--- src/rtl/vga_frame_ctrl.sv ---
// VGA frame timing controller: pixel-clock divider, h/v counters, line/frame strobes
// and a vblank-only update arbiter. Define VGA_FRAME_COUNTER_EN to build the frame counter.
module vga_frame_ctrl #(
   parameter int CLK_DIV = 4,
   parameter int H_TOTAL = 800,
   parameter int V_TOTAL = 525,
   parameter int VD      = 480
) (
   input  logic        clk,
   input  logic        rst_n,
   input  logic        en,
   output logic        pix_tick,
   output logic [9:0]  h_count,
   output logic [9:0]  v_count,
   output logic        line_start,
   output logic        frame_start,
   input  logic        upd_req,
   input  logic        upd_done,
   output logic        upd_grant,
   output logic        upd_overrun,
   output logic [15:0] frame_cnt
);

   localparam int DW = (CLK_DIV > 2) ? $clog2(CLK_DIV) : 1;
   localparam logic [DW-1:0] DIV_MAX = DW'(CLK_DIV - 1);
   localparam logic [9:0] H_MAX   = 10'(H_TOTAL - 1);
   localparam logic [9:0] V_MAX   = 10'(V_TOTAL - 1);
   localparam logic [9:0] V_BLANK = 10'(VD);

   localparam logic [1:0] ST_IDLE    = 2'd0;
   localparam logic [1:0] ST_WAIT_VB = 2'd1;
   localparam logic [1:0] ST_GRANT   = 2'd2;

   logic [DW-1:0] div_cnt;
   logic [1:0]    state;
   logic          div_wrap;
   logic          line_wrap;
   logic          frame_wrap;

   assign div_wrap   = en && (div_cnt == DIV_MAX);
   assign line_wrap  = div_wrap && (h_count == H_MAX);
   assign frame_wrap = line_wrap && (v_count == V_MAX);

   // Strobes are registered on the same edge that loads the wrapped counter values.
   always_ff @(posedge clk or negedge rst_n) begin
      if (!rst_n) begin
         div_cnt     <= '0;
         pix_tick    <= 1'b0;
         h_count     <= '0;
         v_count     <= '0;
         line_start  <= 1'b0;
         frame_start <= 1'b0;
      end else begin
         pix_tick    <= div_wrap;
         line_start  <= line_wrap;
         frame_start <= frame_wrap;
         if (en) begin
            if (div_wrap) div_cnt <= '0;
            else          div_cnt <= div_cnt + 1'b1;
         end
         if (div_wrap) begin
            if (line_wrap) begin
               h_count <= '0;
               if (frame_wrap) v_count <= '0;
               else            v_count <= v_count + 10'd1;
            end else begin
               h_count <= h_count + 10'd1;
            end
         end
      end
   end

   // Arbiter runs regardless of en so game logic is never stalled by a paused scan.
   always_ff @(posedge clk or negedge rst_n) begin
      if (!rst_n) begin
         state       <= ST_IDLE;
         upd_grant   <= 1'b0;
         upd_overrun <= 1'b0;
      end else begin
         case (state)
            ST_IDLE: begin
               upd_grant <= 1'b0;
               if (upd_req) state <= ST_WAIT_VB;
            end
            ST_WAIT_VB: begin
               if (!upd_req) begin
                  state <= ST_IDLE;
               end else if (v_count >= V_BLANK) begin
                  state     <= ST_GRANT;
                  upd_grant <= 1'b1;
               end
            end
            ST_GRANT: begin
               if (upd_done) begin
                  state     <= ST_IDLE;
                  upd_grant <= 1'b0;
               end else if (frame_start) begin
                  state       <= ST_IDLE;
                  upd_grant   <= 1'b0;
                  upd_overrun <= 1'b1;
               end
            end
            default: begin
               state     <= ST_IDLE;
               upd_grant <= 1'b0;
            end
         endcase
      end
   end

`ifdef VGA_FRAME_COUNTER_EN
   always_ff @(posedge clk or negedge rst_n) begin
      if (!rst_n)          frame_cnt <= '0;
      else if (frame_wrap) frame_cnt <= frame_cnt + 16'd1;
   end
`else
   assign frame_cnt = '0;
`endif

endmodule

--- config.mk ---
export PLATFORM = sky130hd
export DESIGN_NAME = vga_frame_ctrl
export DESIGN_NICKNAME = d
export VERILOG_FILES = /design/src/rtl/vga_frame_ctrl.sv
export SDC_FILE = /design/constraint.sdc
export NUM_CORES = 1
export LEC_CHECK = 0
export BUFFER_PORTS_ARGS = -buffer_cell sky130_fd_sc_hd__buf_4
export CORE_MARGIN = 5
export CORE_UTILIZATION = 45
export CTS_CLUSTER_DIAMETER = 150
export DETAILED_ROUTE_END_ITERATION = 8
export PLACE_DENSITY = 0.74
export SYNTH_ARGS = -nofsm -noshare
export SYNTH_HDL_FRONTEND = slang
export SYNTH_SLANG_ARGS = --single-unit
--- constraint.sdc ---
create_clock -name clk -period 1.66 [get_ports clk]
set_input_delay 0 -clock clk [delete_from_list [all_inputs] [get_ports clk]]
set_output_delay 0 -clock clk [all_outputs]
set_load 0.1 [all_outputs]
==> results_dict.tcl, run 1 <==
set metrics [dict create \
    max-cap-violations 0 \
    core.rowCount 21 \
    postLayoutCoreUtil_pct 62.6 \
    first_pass_iters 4 \
    fin_crit_sh_pct 104 \
    postSynthRegisterBits 29 \
    cp_slowest_stage_delay_ps 500 \
    number_of_enable_type_register_cells_in_the_synthesized_netlist 0 \
    cp_data_required_time_ps 1940 \
    multiInputGateArea_um2 792 \
    count_of_vias_placed_by_the_detailed_router 1217 \
    grt_setup_unrepaired "yes" \
    cts_inserted_buffers 5 \
    grt_overflow 0 \
    final-seq-area_um2 778 \
    clock_skew_ps 10.7 \
    startpoint_type "flip-flop" \
    tritoncts_clock_tree "done" \
    critical_path.top_delay_family "simple AND/OR/NAND/NOR gates" \
    hp_class "primary input to asynchronous set/reset pin" \
    synth_ff_type "dfrtp_1" \
    critPathBufInv 0 \
    antenna_cells 0 \
    synthTopCellsByArea "dfrtp_1, buf_4, nand2_1" \
    number_of_routed_nets_with_antenna_violations 0 \
    power.leakage_nw 0.976 \
    violated_checks "negative setup slack" \
    crit_path_top_delay_cell "dfrtp_4" \
    syn-cell-area_um2 1510 \
    ys_types 37 \
    clk_pin_slew_worst_paths_ps 100 \
    die_area_um2 4610 \
    top_area_cell_type_share_of_the_netlist_area_pct 48.1 \
    timing.critical_path.arrival_ps 2000 \
    path_max_fanout 5 \
    cts.root.buffer_cell "clkbuf_4" \
    detailed_place_hpwl_um 2260 \
    numClockSinks 29 \
    route.detailed.vias_per_inst 5.01 \
    cts.htree.levels 2 \
    slew_violations 0 \
    fp.dieW_um 67.9 \
    global_route_track_usage_on_met2_pct 27.7 \
    global_route.usage.met3_pct 4.60 \
    layout-area-overhead-vs-synth_pct 36.3 \
    async_flop_share_pct 100 \
    gp_congestion 0.911 \
    drt-initial-drc-count 98 \
    yosysSeqAreaShare_pct 48.1 \
    antenna_found_initial 0 \
    fp.dieH_um 67.9 \
    postLayoutSetupSlackWorst_ps -63.6 \
    final.fill_count 268 \
    synth_warnings 0 \
    grt_start_max_net_pins 30 \
    cp_cell_sequence "nor4b_4, nand4b_4, or4_1, nand2_1" \
    worst-setup-path-type "flip-flop to flip-flop" \
    drt_wl_total_um 3670 \
    drc 0 \
    netlist.top_cell.by_area "dfrtp_1" \
    endpoint_kind_of_the_worst_setup_timing_path "flip-flop" \
    run_status "finished, violations left" \
    portBuffers 29 \
    holdWs_ps 114 \
    insertion_delay_ps 340 \
    report.final.setup_viol 9 \
    cells_after_synthesis 146 \
    synth.avg_cell_area_um2 10.3 \
    final_layout_size_suffix_gt1_share_pct 46.7 \
    core_um2 3280 \
    clk_path_buf_depth 2 \
    grt_first_pass_wirelength_um 5550 \
    globalRouteMet1Util_pct 18.9 \
    groute.usage.overall_pct 16.2 \
    pin_count 46 \
    finalCriticalPeriod_ps 1720 \
    design.final.nets 205 \
    initial_cell_density_of_the_core_pct 45.9 \
    drt-wirelength-per-cell_um 15.1 \
    preCtsSetupSlack_ps -48.0 \
    power.density_nw_per_um2 1020 \
    hold_violations 0 \
    grt_most_used_layer "met2" \
    power.ir.vdd_worst_mv 0.949 \
    first_global_vias 1156 \
    maxClockFrequency_mhz 580 \
]
==> flip-flops by register name (all words and copies together), names as in the netlist <==
name	cells
upd_overrun	1
line_start	1
upd_grant	1
v_count	10
div_cnt	2
frame_start	1
state	2
h_count	10
pix_tick	1
==> Yosys cell counts, types with 2 or more instances <==
master and count:
dfrtp_1 29, nor2_1 7, nor3_1 2, nand3_1 4, xnor2_1 5, buf_4 16, nand4_1 6, and3_1 3
nand2b_1 7, nand2_1 15, a21oi_1 3, inv_1 4, o2bb2ai_1 3, and2_1 3, xor2_1 4, o21ai_0 9
ha_1 4, mux2_2 2, buf_2 2
==> per-stage QoR <==
| stage | instances | power [mW] | TNS, ps | area (um2) |
|---|---|---|---|---|
| 6_report | 243 | 2.09 | -271 | 2060 |
| 3_3_place_gp | 225 | 1.63 | 0 | 1840 |
| 2_1_floorplan | 161 | 1.53 | -401 | 1650 |
| 3_5_place_dp | 225 | 1.65 | -77.4 | 1840 |
| 5_1_grt | 243 | 2.19 | -1120 | 2060 |
| 4_1_cts | 237 | 2.09 | -14.3 | 1950 |
==> power by group <==
part / internal (mW) / total, mW / switching [mW]
clock network: 0.159 / 0.431 / 0.271
logic: 0.173 / 0.787 / 0.615
registers: 0.801 / 0.870 / 0.0685
total: 1.13 / 2.09 / 0.955
==> layout by cell type, fill, tap and decap left out, types with 5 or more instances in the layout <==
cell type  Yosys  final
buf_4         16     39
clkbuf_4       0      5
conb_1         1     16
dfrtp_1       29      9
dfrtp_2        0      9
dfrtp_4        0     11
nand2_1       15     14
nand2b_1       7      6
nand4_1        6      6
nor2_1         7      7
o21ai_0        9      6
xnor2_1        5      5
==> cell families after synthesis <==
group           count (synthesis)  synth area share [%]
mux                             3                  2.16
simple gates                   56                  22.2
buf+inv                        23                  9.88
fa+ha+maj                       4                  3.32
other cells                     1                 0.249
flops                          29                  48.1
xor+xnor                        9                  5.23
compound gates                 21                  8.80
==> layout make-up <==
class,instances,share of cell area [%]
clock buffers,5,1.83
repair buffers,44,16.7
flip-flops and latches,29,37.9
well taps,46,2.80
multi-input cells,110,38.5
clock inverters,3,0.852
repair inverters,1,0.243
inverters,5,1.16
==> final timing paths <==
path,to,cells past startpoint,start,slack [ps]
max,v_count[4]$_DFFE_PN0P_,4,h_count[5]$_DFFE_PN0P_,-60
min,h_count[8]$_DFFE_PN0P_,2,rst_n,110
max reg2reg,v_count[4]$_DFFE_PN0P_,4,h_count[5]$_DFFE_PN0P_,-60
min reg2reg,upd_overrun$_DFFE_PN0P_,1,upd_overrun$_DFFE_PN0P_,480
max in group asynchronous,h_count[1]$_DFFE_PN0P_,2,rst_n,1230
min in group clk,upd_overrun$_DFFE_PN0P_,1,upd_overrun$_DFFE_PN0P_,480
==> worst register-to-register path: cells and delay by family, from the launching register on <==
kind,cells,cell delay (ps)
flip-flops,1,500
AND/OR/NAND/NOR,4,1170
==> what timing repair did <==
action,in CTS,in global routing
cloned,0,2
hold buffers,4,0
pin swaps,0,8
endpoints found under the hold margin,34,0
setup buffers,0,4
endpoints found under the setup margin,6,11
resized for setup,3,17
==> per-layer routing <==
layer	share of wire, %	wire [um]	up-vias
met2	52	1920	46
li1	-	-	575
met4	1.8	65	0
met1	38	1410	590
met5	0	0	-
met3	7.4	273	6
No activity file was read; power rests on OpenSTA's default activity.
==> run 2, diff against run 1 <==
- CORE_UTILIZATION: 45 -> 47
- CTS_BUF_LIST: default -> sky130_fd_sc_hd__clkbuf_2 sky130_fd_sc_hd__clkbuf_4 sky130_fd_sc_hd__clkbuf_8
- PLACE_DENSITY: 0.74 -> 0.77
==> results_dict.tcl, run 2 (synthesis gave the netlist of run 1 again) <==
set metrics [dict create \
    cts_inserted_buffers 5 \
    count_of_vias_placed_by_the_detailed_router 1183 \
    cp_cell_sequence "nor4b_4, nand4b_4, or4_1, nand2_1" \
    grt_setup_unrepaired "yes" \
    design.final.nets 199 \
    pin_count 46 \
    core_um2 3080 \
    cts.htree.levels 2 \
    cp_slowest_stage_delay_ps 500 \
    endpoint_kind_of_the_worst_setup_timing_path "flip-flop" \
    grt_start_max_net_pins 30 \
    antenna_found_initial 0 \
    reg.largest.list "h_count x10, v_count x10" \
    grt_overflow 0 \
    core.rowCount 20 \
    maxClockFrequency_mhz 604 \
    gp_congestion 0.902 \
    report.final.setup_viol 0 \
    grt_first_pass_wirelength_um 4780 \
    initial_cell_density_of_the_core_pct 49.0 \
    worst-setup-path-type "flip-flop to flip-flop" \
    power.leakage_nw 0.939 \
    path_max_fanout 8 \
    mostFrequentLayoutCells "buf_4, conb_1, nand2_1, dfrtp_4" \
    hold_violations 0 \
    clock_skew_ps 14.7 \
    portBuffers 29 \
    timing.critical_path.arrival_ps 1910 \
    power.density_nw_per_um2 1050 \
    drt-wirelength-per-cell_um 12.7 \
    finalCriticalPeriod_ps 1660 \
    die_area_um2 4440 \
    reg2reg_depth 4 \
    hold_start "upd_done" \
    cts.root.buffer_cell "clkbuf_4" \
    number_of_routed_nets_with_antenna_violations 0 \
    fp.dieH_um 66.6 \
    crit_path_top_delay_cell "dfrtp_4" \
    max-cap-violations 0 \
    groute.usage.overall_pct 14.4 \
    clk_path_buf_depth 2 \
    reg_to_reg_end "v_count[4]$_DFFE_PN0P_" \
    layout-area-overhead-vs-synth_pct 29.6 \
    timing.critical_path.from "h_count[6]$_DFFE_PN0P_" \
    drt_wl_total_um 2990 \
    route.detailed.vias_per_inst 5.03 \
    antenna_cells 0 \
    dp_cells 220 \
    fin_tns_setup_ps 0 \
    final_layout_size_suffix_gt1_share_pct 41.9 \
    numClockSinks 29 \
    first_pass_iters 4 \
    capturing_element_of_the_worst_setup_path "v_count[4]$_DFFE_PN0P_" \
    holdWs_ps 26.7 \
    first_global_vias 1097 \
    layout.cells.most_common "buf_4" \
    clk_pin_slew_worst_paths_ps 100 \
    cp_data_required_time_ps 1910 \
    reg2reg_setup_slack_ps 4 \
    fin_crit_sh_pct 99.7 \
    startpoint_type "flip-flop" \
    slew_violations 0 \
    hp_class "primary input to flip-flop" \
    drc 0 \
    run_status "completed" \
    insertion_delay_ps 330 \
    power.ir.vdd_worst_mv 1.03 \
    detailed_place_hpwl_um 2210 \
    drt-initial-drc-count 48 \
    final_instance_count_without_filler_cells 235 \
    fp.dieW_um 66.6 \
    tritoncts_clock_tree "done" \
    worst_r2r_startpoint "h_count[6]$_DFFE_PN0P_" \
]
## run 2: changes by cell type in the layout (fill, tap and decap cells not counted), moves of 2 or more
cell,change
o2bb2ai_1,+3
o21ai_0,+2
buf_4,-2
o2bb2ai_2,-3
## run 2: worst max-delay path, delay by kind of cell (launching register included)
| kind | cells | cell delay, ps |
|---|---|---|
| AND/OR/NAND/NOR | 4 | 1090 |
| flip-flops | 1 | 500 |
## run 2: stage by stage
step                worst slack (ps)  total power [mW]  area (um2)  utilization [%]
floorplan                      -60.0              1.53        1650                -
global placement                51.4              1.63        1820             59.0
detailed placement             -27.4              1.64        1820             59.0
CTS                             14.5              2.07        1910             62.1
global route                   -61.5              2.16        1950             63.5
finish                          4.44              2.05        1950             63.5
## run 2: layer usage
metal / part of all wire, % / up-vias / GRT usage (%)
li1: - / 563 / -
met1: 41 / 562 / 16.9
met2: 50 / 53 / 23.9
met3: 7.4 / 5 / 3.71
met4: 1.7 / 0 / 7.61
met5: 0 / - / 0
## run 2: how the worst min path moves through the flow
stage	to	slack, ps	cells after the start
after global routing	upd_grant$_DFFE_PN0P_	40	4
after CTS	upd_grant$_DFFE_PN0P_	20	4
final	upd_grant$_DFFE_PN0P_	30	4
after global placement	div_cnt[0]$_DFFE_PN0P_	-60	1
after detailed placement	div_cnt[0]$_DFFE_PN0P_	-60	1
after floorplan	div_cnt[0]$_DFFE_PN0P_	-300	0
## run 2: cell type report
| cell class | instances | area [um2] |
|---|---|---|
| Sequential cell | 29 | 778 |
| Clock inverter | 2 | 10.0 |
| Clock buffer | 6 | 45.0 |
| Inverter | 5 | 23.8 |
| Timing Repair Buffer | 40 | 308 |
| Fill cell | 260 | 1120 |
| Tap cell | 44 | 55.1 |
| Multi-Input combinational cell | 109 | 734 |
## run 2: timing repair
action                                  4_1_cts  5_1_grt
gates resized for setup                       2        5
pin swaps                                     0        5
hold buffers                                  3        0
cloned                                        0        0
hold endpoints to repair                     33        0
setup buffers                                 0        4
endpoints found under the setup margin        5       10
## run 2: report_power, final
group	leakage [nW]	internal (mW)	total, mW	switching (mW)
clock network	0.0354	0.177	0.422	0.245
logic	0.548	0.166	0.769	0.603
registers	0.356	0.801	0.862	0.0614
total	0.939	1.14	2.05	0.909
